--- src/rtl/zint_pkg.sv ---
// Shared definitions for the Z80 maskable-interrupt controller (zint_ctl).
// Holds the FSM state type, source-index width and vector-base reset value.
package zint_pkg;

  localparam int unsigned ZINT_NSRC_MAX = 4;
  localparam int unsigned ZINT_IDX_W    = $clog2(ZINT_NSRC_MAX);
  localparam logic [7:0]  ZINT_VBASE_RST = 8'hF8;

  typedef enum logic [1:0] {
    IDLE,
    ASSERT,
    ACK,
    GAP
  } zint_state_e;

endpackage

--- src/rtl/zint_prio_enc.sv ---
// Combinational fixed-priority encoder: returns the lowest set request index
// (index 0 = highest priority) plus a valid flag.
module zint_prio_enc
  import zint_pkg::*;
#(
  parameter int unsigned NSRC = 3
) (
  input  logic [NSRC-1:0]       req,
  output logic [ZINT_IDX_W-1:0] idx,
  output logic                  valid
);

  always_comb begin
    idx   = '0;
    valid = 1'b0;
    for (int unsigned i = 0; i < NSRC; i++) begin
      if (req[i] && !valid) begin
        idx   = ZINT_IDX_W'(i);
        valid = 1'b1;
      end
    end
  end

endmodule

--- src/rtl/zint_ctl.sv ---
// Z80 maskable-interrupt controller: pending/mask latching, fixed-priority
// selection, bounded /INT pulse, INTACK detection. IM2 vector support is
// compiled in with `define ZINT_CTL_VECTOR_EN; otherwise vec=8'hFF, vec_oe=0.
module zint_ctl
  import zint_pkg::*;
#(
  parameter int unsigned NSRC      = 3,
  parameter int unsigned PULSE_LEN = 128
) (
  input  logic            fclk,
  input  logic            rst_n,
  input  logic            zneg,
  input  logic            iorq_n,
  input  logic            m1_n,
  input  logic [NSRC-1:0] src_stb,
  input  logic            mask_we,
  input  logic [NSRC-1:0] mask_d,
  input  logic            vbase_we,
  input  logic [7:0]      vbase_d,
  output logic            int_n,
  output logic            vec_oe,
  output logic [7:0]      vec,
  output logic [NSRC-1:0] pend,
  output logic [NSRC-1:0] missed
);

  localparam logic [7:0] CNT_LAST = 8'(PULSE_LEN - 1);

  zint_state_e           state_q, state_d;
  logic [7:0]            cnt_q, cnt_d;
  logic [ZINT_IDX_W-1:0] cur_q, cur_d;
  logic [ZINT_IDX_W-1:0] enc_idx;
  logic                  enc_valid;
  logic [NSRC-1:0]       mask_q, pend_q, missed_q, req, cur_bits;
  logic                  ack, clr_cur, set_miss;

  assign ack      = !iorq_n && !m1_n && zneg;
  assign req      = pend_q & mask_q;
  assign cur_bits = NSRC'(1) << cur_q;
  assign pend     = pend_q;
  assign missed   = missed_q;

  zint_prio_enc #(.NSRC(NSRC)) u_prio (
    .req   (req),
    .idx   (enc_idx),
    .valid (enc_valid)
  );

  always_comb begin
    state_d  = state_q;
    cnt_d    = cnt_q;
    cur_d    = cur_q;
    clr_cur  = 1'b0;
    set_miss = 1'b0;
    unique case (state_q)
      IDLE: begin
        if (enc_valid) begin
          cur_d   = enc_idx;
          cnt_d   = '0;
          state_d = ASSERT;
        end
      end
      ASSERT: begin
        // Mask is deliberately ignored here: a started pulse always completes.
        cnt_d = cnt_q + 8'd1;
        if (ack) begin
          clr_cur = 1'b1;
          state_d = ACK;
        end else if (cnt_q == CNT_LAST) begin
          clr_cur  = 1'b1;
          set_miss = 1'b1;
          state_d  = GAP;
        end
      end
      ACK: begin
        if (iorq_n) state_d = GAP;
      end
      GAP: begin
        state_d = IDLE;
      end
      default: state_d = IDLE;
    endcase
  end

  always_ff @(posedge fclk or negedge rst_n) begin
    if (!rst_n) begin
      state_q <= IDLE;
      cnt_q   <= '0;
      cur_q   <= '0;
      int_n   <= 1'b1;
    end else begin
      state_q <= state_d;
      cnt_q   <= cnt_d;
      cur_q   <= cur_d;
      int_n   <= (state_d != ASSERT);
    end
  end

  // New strobes are OR-ed in after the clear so a coincident event survives.
  always_ff @(posedge fclk or negedge rst_n) begin
    if (!rst_n) begin
      pend_q   <= '0;
      missed_q <= '0;
      mask_q   <= '1;
    end else begin
      pend_q   <= (pend_q & ~(clr_cur ? cur_bits : '0)) | src_stb;
      missed_q <= (mask_we ? '0 : missed_q) | (set_miss ? cur_bits : '0);
      if (mask_we) mask_q <= mask_d;
    end
  end

`ifdef ZINT_CTL_VECTOR_EN
  logic [4:0] vbase_q;
  logic       unused_vbase_lsb;

  assign unused_vbase_lsb = ^vbase_d[2:0];

  always_ff @(posedge fclk or negedge rst_n) begin
    if (!rst_n) begin
      vbase_q <= ZINT_VBASE_RST[7:3];
      vec     <= {ZINT_VBASE_RST[7:3], 3'b000};
      vec_oe  <= 1'b0;
    end else begin
      if (vbase_we) vbase_q <= vbase_d[7:3];
      vec    <= {vbase_q, 2'(cur_q), 1'b0};
      vec_oe <= (state_d == ACK) && !iorq_n && !m1_n;
    end
  end
`else
  logic unused_vbase;

  assign unused_vbase = ^{vbase_we, vbase_d};
  assign vec          = 8'hFF;
  assign vec_oe       = 1'b0;
`endif

endmodule

--- config.mk ---
export PLATFORM = sky130hd
export DESIGN_NAME = zint_ctl
export DESIGN_NICKNAME = d
export VERILOG_FILES = /design/src/rtl/zint_pkg.sv /design/src/rtl/zint_prio_enc.sv /design/src/rtl/zint_ctl.sv
export SDC_FILE = /design/constraint.sdc
export NUM_CORES = 1
export LEC_CHECK = 0
export ABC_AREA = 1
export CORE_ASPECT_RATIO = 1.2
export CORE_MARGIN = 2
export CORE_UTILIZATION = 35
export DETAILED_ROUTE_END_ITERATION = 16
export GPL_TIMING_DRIVEN = 0
export HOLD_SLACK_MARGIN = 0.02
export PLACE_DENSITY = 0.65
export SLEW_MARGIN = 20
export SYNTH_ARGS = -nofsm -noshare
export SYNTH_HDL_FRONTEND = slang
export SYNTH_HIERARCHICAL = 1
export SYNTH_SLANG_ARGS = --single-unit
--- constraint.sdc ---
create_clock -name fclk -period 1.35 [get_ports fclk]
set_input_delay 0.135 -clock fclk [delete_from_list [all_inputs] [get_ports fclk]]
set_output_delay 0.135 -clock fclk [all_outputs]
set_load 0.02 [all_outputs]
-- After elaboration in Yosys (flattened, before gate mapping)
Cells that the tools add are included.
Widths: inputs -> output; s select.
- flip-flop bits (word level): 22
- bits of input ports: 21
- output and inout port bits: 16
- word-level logic and storage cells: 52
- add/subtract/negate cells: 1
- equal/unequal tests: 6
- shift operators: 1
- multiplexer cells: 20
- bitwise operators: 5
- reductions and logical operators: 12
- operators with widths (operator ; number):
    $pmux 8 s2 ; 1
    $mux 2 ; 5
    $mux 1 ; 9
    $mux 3 ; 3
    $add 8x1->8 const B ; 1
    $eq 8x7->1 const B ; 1
    $mux 8 ; 1
    $pmux 2 s4 ; 1
    $and 3x3->3 ; 2
    $or 3x3->3 ; 2
    $eq 2x2->1 const B ; 2
    $logic_and 1x1->1 ; 4
    $logic_not 1->1 ; 4
    $reduce_and 2->1 ; 2
    $not 3->3 ; 1
    $shl 1x2->3 const A ; 1
    $eq 2x1->1 const B ; 1
    $logic_not 2->1 ; 1
    $ne 2x1->1 const B ; 1
    $ne 2x2->1 const B ; 1
    $reduce_bool 2->1 ; 1

-- Depth between registers and ports, before layout
Gate-level depths: netlist of the first run.
- depth after elaboration: 11
- depth in mapped cells: 11
- mapped depth without buffers: 11

-- By module
The synthesis of the first run kept the hierarchy.
- by module, submodules not included (module ; times used ; cells an instance ; area each (sq um) ; sequential area each (sq um)):
    zint_ctl ; 1 ; 145 ; 1173.6 ; 555.5
    zint_prio_enc ; 1 ; 7 ; 32.5 ; 0.0

-- Worst setup path after synthesis of the first run
No wires, ideal clock.
- kind: flip-flop to flip-flop
- from: register mask_q[0]
- to: register cnt_q[6]
- setup time: 0.113 ns
- arrival: 1.195 ns
- required time: 1.237 ns
- slack: 0.042 ns
- cell stages (with the launch flop): 12
- path buffers: 0
- period minus slack after synthesis: 1.308 ns
- cell sequence: dfstp_2 > nand2_1 > inv_1 > inv_2 > nand3_1 > nand2_1 > nor2_2 > inv_2 > nand2_1 > nand2_1 > nand2_1 > inv_1
- longest elaborated chain between the ends: 10
- ends and longest elaborated chain (element ; RTL line ; text):
    start: declaration ; zint_ctl.sv:34 ; logic [NSRC-1:0] mask_q, pend_q, missed_q, req, cur_bits;
    start signal: assignment ; zint_ctl.sv:108 ; if (mask_we) mask_q <= mask_d;
    $and 3x3->3 * ; zint_ctl.sv:38 ; assign req = pend_q & mask_q;
    via req[0] ; zint_ctl.sv:34 ;
    $mux 1 * ; zint_prio_enc.sv:17 ; if (req[i] && !valid) begin
    $logic_not 1->1 ; zint_prio_enc.sv:17 ;
    $logic_and 1x1->1 ; zint_prio_enc.sv:17 ;
    $mux 1 * ; zint_prio_enc.sv:17 ;
    $logic_not 1->1 ; zint_prio_enc.sv:17 ;
    $logic_and 1x1->1 ; zint_prio_enc.sv:17 ;
    $mux 1 * ; zint_prio_enc.sv:17 ;
    via enc_valid ; zint_ctl.sv:33 ; logic enc_valid;
    $ne 2x2->1 (no line) * ; n/a ;
    $reduce_and 2->1 (no line) * ; n/a ;
    end signal: assignment ; zint_ctl.sv:93 ; cnt_q <= cnt_d;
    end: declaration ; zint_ctl.sv:30 ; logic [7:0] cnt_q, cnt_d;
The timed path passes the listed nets; every way through them passes the cells marked *.
A chain may end at the register's enable or synchronous reset.

-- Final worst setup path of the first run
- from: register mask_q[1]
- to: register cnt_q[6]
- longest elaborated chain between the ends: 8
- ends and longest elaborated chain (element ; RTL line):
    $and 3x3->3 * ; zint_ctl.sv:38
    via req[1] ; zint_ctl.sv:34
    $logic_and 1x1->1 * ; zint_prio_enc.sv:17
    $mux 1 * ; zint_prio_enc.sv:17
    $logic_not 1->1 ; zint_prio_enc.sv:17
    $logic_and 1x1->1 ; zint_prio_enc.sv:17
    $mux 1 * ; zint_prio_enc.sv:17
    via enc_valid ; zint_ctl.sv:33
    $ne 2x2->1 (no line) * ; n/a
    $reduce_and 2->1 (no line) * ; n/a
Marked as above.

==> summary.md, run 1 <==
| Metric | Value |
|---|---|
| Status | finished clean |
| DR vias | 989 |
| # fillers | 332 |
| Worst Setup End Kind | flop |
| Worst vdd rail ir drop | 0.824 mV |
| Synthesized flop and latch total | 22 |
| PD cells | 1350 nW/um^2 |
| Tot Pwr | 2.10 mW |
| Critical path class | reg -> reg |
| Clock Pin Slew Worst Setup and Hold Paths | 80 ps |
| Sequential share of the synthesized area | 46.1% |
| CP arrival | 1470 ps |
| Area leader, netlist | dfrtp_1 |
| Vias in the first global route | 980 |
| Net Sw Frac | 37.2% |
| Core area | 3310 um^2 |
| TNS Setup | 0 ps |
| Clock Sinks | 22 |
| Commonest non-fill, non-tap cell in the layout | nand2_1 |
| Slew Limit Fails | 0 |
| Routability cong. | 0.832 |
| Synth top area cells | dfrtp_1 (37%), nand2_1 (16%), dfstp_2 (8.7%) |
| Longest Clk Path Bufs | 2 |
| Root buffer cell | clkbuf_8 |
| CTS tree | built |
| NetSw | 779 uW |
| Most frequent cells in the layout | nand2_1 (45), inv_1 (19), dfrtp_1 (18) |
| DRC violations left | 0 |
| Total gr overflow | 0 |
| Hold Slack | 362 ps |
| First-pass GRT wire length | 3870 um |
| Detailed placement HPWL | 1770 um |
| Final Hold Viols | 0 |
| Seq pwr share | 42.7% |
| 1st-pass router iterations | 4 |
| HP Class | in -> async |
| Final Cycle Share | 96.5% |
| Layout cells sized above 1 | 28.0% |
| Initial antenna violation count | 0 |
| Cell Area, Synth | 1210 um^2 |
| CP startpoint kind | flop |
| Vias/cell | 4.43 |
| Static Leak | 0.829 nW |
| Post-Syn Area per Cell | 7.94 um^2 |
| Post-layout util | 47.1% |
| Cts bufs inserted | 3 |
| Worst setup margin | 47.8 ps |
| Worst-Skew Late Latency | 260 ps |
| Ports | 37 |
| Die W | 57.6 um |
| Die footprint | 3930 um^2 |
| Int Power | 1.32 mW |
| Dpl ws | -95.1 ps |
| Chip height | 68.3 um |
| Diode count | 0 |
| Synth top area share | 37.3% |
| Worst Path Max Fanout | 5 |
| Port bufs | 18 |
| GRT Overall Usage | 12.9% |
| Clk network pwr share | 20.1% |
| Antenna-violating nets left | 0 |
| Final min period | 1300 ps |
| R2r worst-path depth | 11 |
| F_max | 0.768 GHz |
| Max Cap Violations | 0 |
| Ys Warns | 6 |
| Cells after Synth | 152 |
| Starting DRT DRC Count | 16 |
| Cell Rows | 23 |
| Number of unique standard cell types used by synthesis | 24 |
| Setup violators final | 0 |
| Critical Path RT | 1510 ps |
| Layout Skew | 1.39 ps |
| Area delta synth->final | 29.1% |
| Largest net degree at the start of global routing | 23 |
| Routed WL | 2280 um |
| Starting Density | 36.4% |
| Final net count | 209 |
| Combinational power share | 37.3% |
| Drt wl/cell | 10.2 um |
| # H-tree levels | 1 |
| RSZ-0062 raised after global routing | true |
through the flow:
| step | instance area [um^2] | std cells |
|---|---|---|
| finish | 1560 | 223 |
| global route | 1560 | 223 |
| CTS | 1520 | 219 |
| detailed placement | 1460 | 214 |
| global placement | 1460 | 214 |
| floorplan | 1230 | 159 |
metal layers:
metal / global-route usage, % / wire length, um / up-vias / share of wire, %
met5: 0 / 0 / - / 0
met4: 6.10 / 64 / 0 / 2.8
met3: 2.46 / 78 / 7 / 3.4
met2: 25.1 / 1230 / 19 / 54
met1: 13.0 / 906 / 454 / 40
li1: - / - / 509 / -
logic make-up after synthesis:
logic type,share of synthesized area [%]
buffers and inverters,14.7
other,0.623
adders and majority gates,1.04
and+or+nand+nor,30.5
DFF,46.1
AOI/OAI and AO/OA,7.05
power groups by stage:
| stage | Sequential, mW | Combinational (mW) | Clock [mW] |
|---|---|---|---|
| floorplan | 0.912 | 0.503 | 0 |
| global placement | 0.893 | 0.697 | 0 |
| detailed placement | 0.899 | 0.715 | 0 |
| CTS | 0.892 | 0.733 | 0.434 |
| global route | 0.913 | 0.883 | 0.468 |
| finish | 0.894 | 0.781 | 0.421 |
synthesized netlist by cell type:
master,number
nand2_1,50
nor2_1,7
dfstp_2,4
nand4_1,1
nor2_2,3
o21ai_0,4
a22o_1,1
nand3b_4,1
conb_1,2
buf_4,9
a31o_1,1
dfrtp_1,18
inv_2,5
o21ai_1,1
ha_1,1
nand3_1,9
nand2_4,2
o21ai_2,3
a2bb2oi_1,1
inv_6,1
nor2_4,2
inv_1,22
o31ai_1,1
nand2_2,3
state kept, by name, indices dropped and copies added (netlist names):
register,flops
mask_q,3
pend,3
cur_q,2
cnt_q,8
missed,3
int_n,1
state_q,2
final cells by class:
class                      count  area [um^2]  share of cell area, %
clock buffer                   4         45.0                   2.89
inverter                      28          110                   7.07
tap                           37         46.3                   2.97
timing repair buffer          23          206                   13.3
multi-input combinational    100          527                   33.8
sequential                    22          556                   35.7
buffer                         9         67.6                   4.34
timing repair:
action | 4_1_cts | 5_1_grt
hold buffers | 0 | 1
buffers inserted | 1 | 3
setup endpoints to repair | 14 | 14
gates cloned | 0 | 0
pin swaps | 2 | 7
hold endpoints to repair | 0 | 18
gates resized for setup | 11 | 8
worst paths after layout:
check | startpoint | endpoint | slack (ps)
max | mask_q[1] | cnt_q[6] | 50
min | rst_n | pend[0] | 360
max reg2reg | mask_q[1] | cnt_q[6] | 50
min reg2reg | mask_q[2] | mask_q[2] | 470
max in group asynchronous | rst_n | int_n | 630
min in group fclk | mask_d[2] | mask_q[2] | 370
critical path, stage by stage, from the launching register on:
cell and delay (ps):
dfstp_2 540, nand2_1 50, inv_1 60, inv_2 50
nand3_2 70, nand2_2 70, nor2_4 110, inv_2 70
nand2_1 60, nand2_1 50, nand2_1 50, inv_1 40
(Power assumes the default switching activity.)
==> run 2: changes to the inputs <==
Settings changed: ABC_AREA 1 to not set, PLACE_DENSITY 0.65 to 0.66.
==> run 2 against run 1 <==
The flow now finishes with violations (negative setup slack). Hold slack better by 5.6 ps. Synthesized cell count is 31% lower. First-iteration DRC count rose by 110%. Sequential cell count did not move. Final area fell by 0.32%. Non-clock buffer count up 9. Final cell count shrank 19%. Register-to-register slack got worse by 400 ps. Maximum frequency down 23%. Combinational power increased by 12%. Clock power decreased by 30%. Critical path type unchanged. Highest routed layer unchanged.
==> summary.md, run 2 <==
| Metric | Value |
|---|---|
| Starting DRT DRC Count | 34 (+18) |
| Setup violators final | 12 (+12) |
| Chip height | 66.5 um (-2.6%) |
| Synth top area share | 39.5% (+2.2 points) |
| Int Power | 1.39 mW (+5.8%) |
| Antenna-violating nets left | 0 (unchanged) |
| Initial antenna violation count | 0 (unchanged) |
| Area leader, netlist | dfrtp_1 |
| Post-synth top cells | dfrtp_1 (18), buf_4 (9), nand2_1 (7) |
| Die W | 56.1 um (-2.6%) |
| Die footprint | 3730 um^2 (-5.1%) |
| Number of unique standard cell types used by synthesis | 40 (+67%) |
| # fillers | 285 (-14%) |
| CP arrival | 1900 ps (+430 ps) |
| Layout cells sized above 1 | 36.8% (+8.8 points) |
| Slew HR | 33.1% |
| Diode count | 0 (unchanged) |
| Cell Rows | 22 (-4.3%) |
| Port bufs | 18 (unchanged) |
| Synth top area cells | dfrtp_1 (40%), dfstp_2 (9.2%), buf_4 (5.9%) |
| HP Class | in -> async |
| Top_reg_cell synth | dfrtp_1 |
| Most frequent cells in the layout | buf_4 (20), dfrtp_1 (14), clkdlybuf4s50_1 (11) |
| Ys Warns | 6 (unchanged) |
| Worst Setup End Kind | flop |
| Cts bufs inserted | 3 (unchanged) |
| Design Area, Final | 1550 um^2 (-0.32%) |
| Root buffer cell | clkbuf_4 |
| Worst vdd rail ir drop | 0.706 mV (-14%) |
| Worst-Margin Slew | 1000 ps |
| Status | complete, but fails checks |
| Detailed placement HPWL | 1720 um (-2.6%) |
| Max Cap Violations | 0 (unchanged) |
| Starting Density | 37.0% (+0.53 points) |
| Slew Limit Fails | 0 (unchanged) |
| CTS tree | built |
| Routed WL | 2560 um (+12%) |
| Total gr overflow | 0 (unchanged) |
| TNS Setup | -3180 ps (-3180 ps) |
| Longest Clk Path Bufs | 2 (unchanged) |
| Drt wl/cell | 14.2 um (+39%) |
| Area of placed instances | 1410 um^2 (-3.5%) |
| Worst Path Max Fanout | 6 (+1) |
| GRT Overall Usage | 14.4% (+1.5 points) |
| Async S/R FF share, synth | 100% (unchanged) |
| # H-tree levels | 1 (unchanged) |
| NetSw | 721 uW (-7.5%) |
| Worst r2r src | mask_q[2] |
| Largest net degree at the start of global routing | 23 (unchanged) |
| Reg with most FFs | cnt_q |
| Cell Area, Synth | 1140 um^2 (-5.5%) |
| Critical path class | reg -> reg |
| Vias/cell | 4.98 (+12%) |
| Critical Path RT | 1550 ps (+40 ps) |
| DRC violations left | 0 (unchanged) |
| Static Leak | 0.682 nW (-18%) |
| Area delta synth->final | 36.2% |
| DR vias | 897 (-9.3%) |
| CP startpoint kind | flop |
| 1st-pass router iterations | 4 (unchanged) |
| Combinational power share | 41.2% (+3.9 points) |
| Crit path from | mask_q[2] |
| Clock Sinks | 22 (unchanged) |
| Failing checks | negative setup slack |
| Multi-input logic area | 558 um^2 (+5.9%) |
| Sequential share of the synthesized area | 48.7% (+2.7 points) |
| Clock Pin Slew Worst Setup and Hold Paths | 120 ps (+40 ps) |
| Final Cycle Share | 126% (+29 points) |
| Synthesized flop and latch total | 22 (unchanged) |
| Core area | 3080 um^2 (-6.8%) |
| Cells after Synth | 105 (-31%) |
| Final Hold Viols | 0 (unchanged) |
| Final net count | 168 (-20%) |
| Routability cong. | 0.767 (-7.8%) |
| Final min period | 1700 ps (+398 ps) |
| Vias in the first global route | 864 (-12%) |
| Slowest cell delay on critical path | 550 ps (about the same) |
| Crit-path cells | and2_4 > or3_4 > or3b_1 > buf_6 > mux2_4 |
| Commonest non-fill, non-tap cell in the layout | buf_4 |
| Post-Syn Area per Cell | 10.9 um^2 (+37%) |
| Seq pwr share | 44.8% (+2.1 points) |
| Layout Skew | 4.77 ps (+3.38 ps) |
| F_max | 0.588 GHz (-23%) |
| PD cells | 1360 nW/um^2 (+1.2%) |
| Clk network pwr share | 14.0% (-6.1 points) |
| RSZ-0062 raised after global routing | true |
| First-pass GRT wire length | 4080 um (+5.3%) |
| Ports | 37 (unchanged) |
| FF/Latch Area | 561 um^2 (+0.90%) |
| Net Sw Frac | 34.1% (-3.1 points) |
| Worst-Skew Late Latency | 300 ps (+40 ps) |
| Worst setup margin | -350 ps (-398 ps) |
| Most frequent cell after synthesis | dfrtp_1 |
| Post-synth EDFFs | 0 (unchanged) |
| Slowest CP cell | dfstp_2 |
| R2r worst-path depth | 5 (-6) |
| Largest register FFs | 8 (unchanged) |
[run 2: cell count changes after synthesis, moves of 4 or more]
cell | previous run | this run
nand2_1 | 50 | 7
inv_2 | 5 | 0
inv_1 | 22 | 3
mux2_2 | 0 | 5
nand3_1 | 9 | 2
mux2i_1 | 0 | 4
[run 2: final timing paths]
path | slack, ps | to
worst max-delay path | -350 | cur_q[0]
worst min-delay path | 370 | pend[0]
worst max register to register | -350 | cur_q[0]
worst min register to register | 520 | cnt_q[6]
max in group asynchronous | 310 | state_q[0]
min in group fclk | 430 | pend[1]
[run 2: repair_timing]
action                                  in CTS  in global routing
gates resized for setup                     10                 12
endpoints found under the setup margin      21                 17
hold buffers                                 0                  0
gates cloned                                 0                  0
pin swaps                                    2                  8
buffers inserted                             3                  9
endpoints found under the hold margin        0                  0
[run 2: power by group through the flow]
stage                     clock [mW]  combinational [mW]  sequential, mW
after detailed placement           0               0.708           0.948
after global routing           0.345               0.945           0.975
after global placement             0               0.694           0.941
after CTS                      0.308               0.732           0.933
final                          0.296               0.871           0.947
after floorplan                    0               0.496           0.939
[run 2: worst max-delay path, delay by kind of cell, from the launching register on]
| kind | cells | cell delay [ps] |
|---|---|---|
| multiplexers | 1 | 290 |
| buffers and inverters | 1 | 150 |
| AND/OR/NAND/NOR | 3 | 610 |
| flip-flops | 1 | 550 |
[run 2: cell type report]
| cell class | count | share of cell area, % |
|---|---|---|
| Sequential cell | 22 | 36.1 |
| Multi-Input combinational cell | 75 | 35.9 |
| Timing Repair Buffer | 30 | 17.1 |
| Buffer | 11 | 5.80 |
| Tap cell | 36 | 2.90 |
| Clock buffer | 3 | 1.45 |
| Inverter | 3 | 0.725 |
[run 2: kinds of logic after synthesis]
| kind of cell | Yosys count | share of synthesized area [%] |
|---|---|---|
| other cells | 2 | 0.659 |
| compound gates | 18 | 11.1 |
| fa+ha+maj | 1 | 1.10 |
| simple gates | 36 | 18.1 |
| buf+inv | 15 | 9.22 |
| mux | 11 | 11.1 |
| flops | 22 | 48.7 |
[run 2: stage by stage]
step	hold slack, ps	power (mW)	instances	utilization, %	setup slack, ps
after CTS	401	1.97	172	47.2	-363
after global routing	415	2.27	180	50.4	-388
after global placement	468	1.63	166	45.7	-386
after detailed placement	482	1.66	166	45.7	-401
after floorplan	-161	1.44	112	-	-314
final	368	2.11	180	50.4	-350
[run 2: routing by layer]
layer	GRT usage [%]	share of wire, %
met5	0	0
met4	5.36	0.51
met3	3.11	5.0
met2	26.2	52
met1	16.5	42
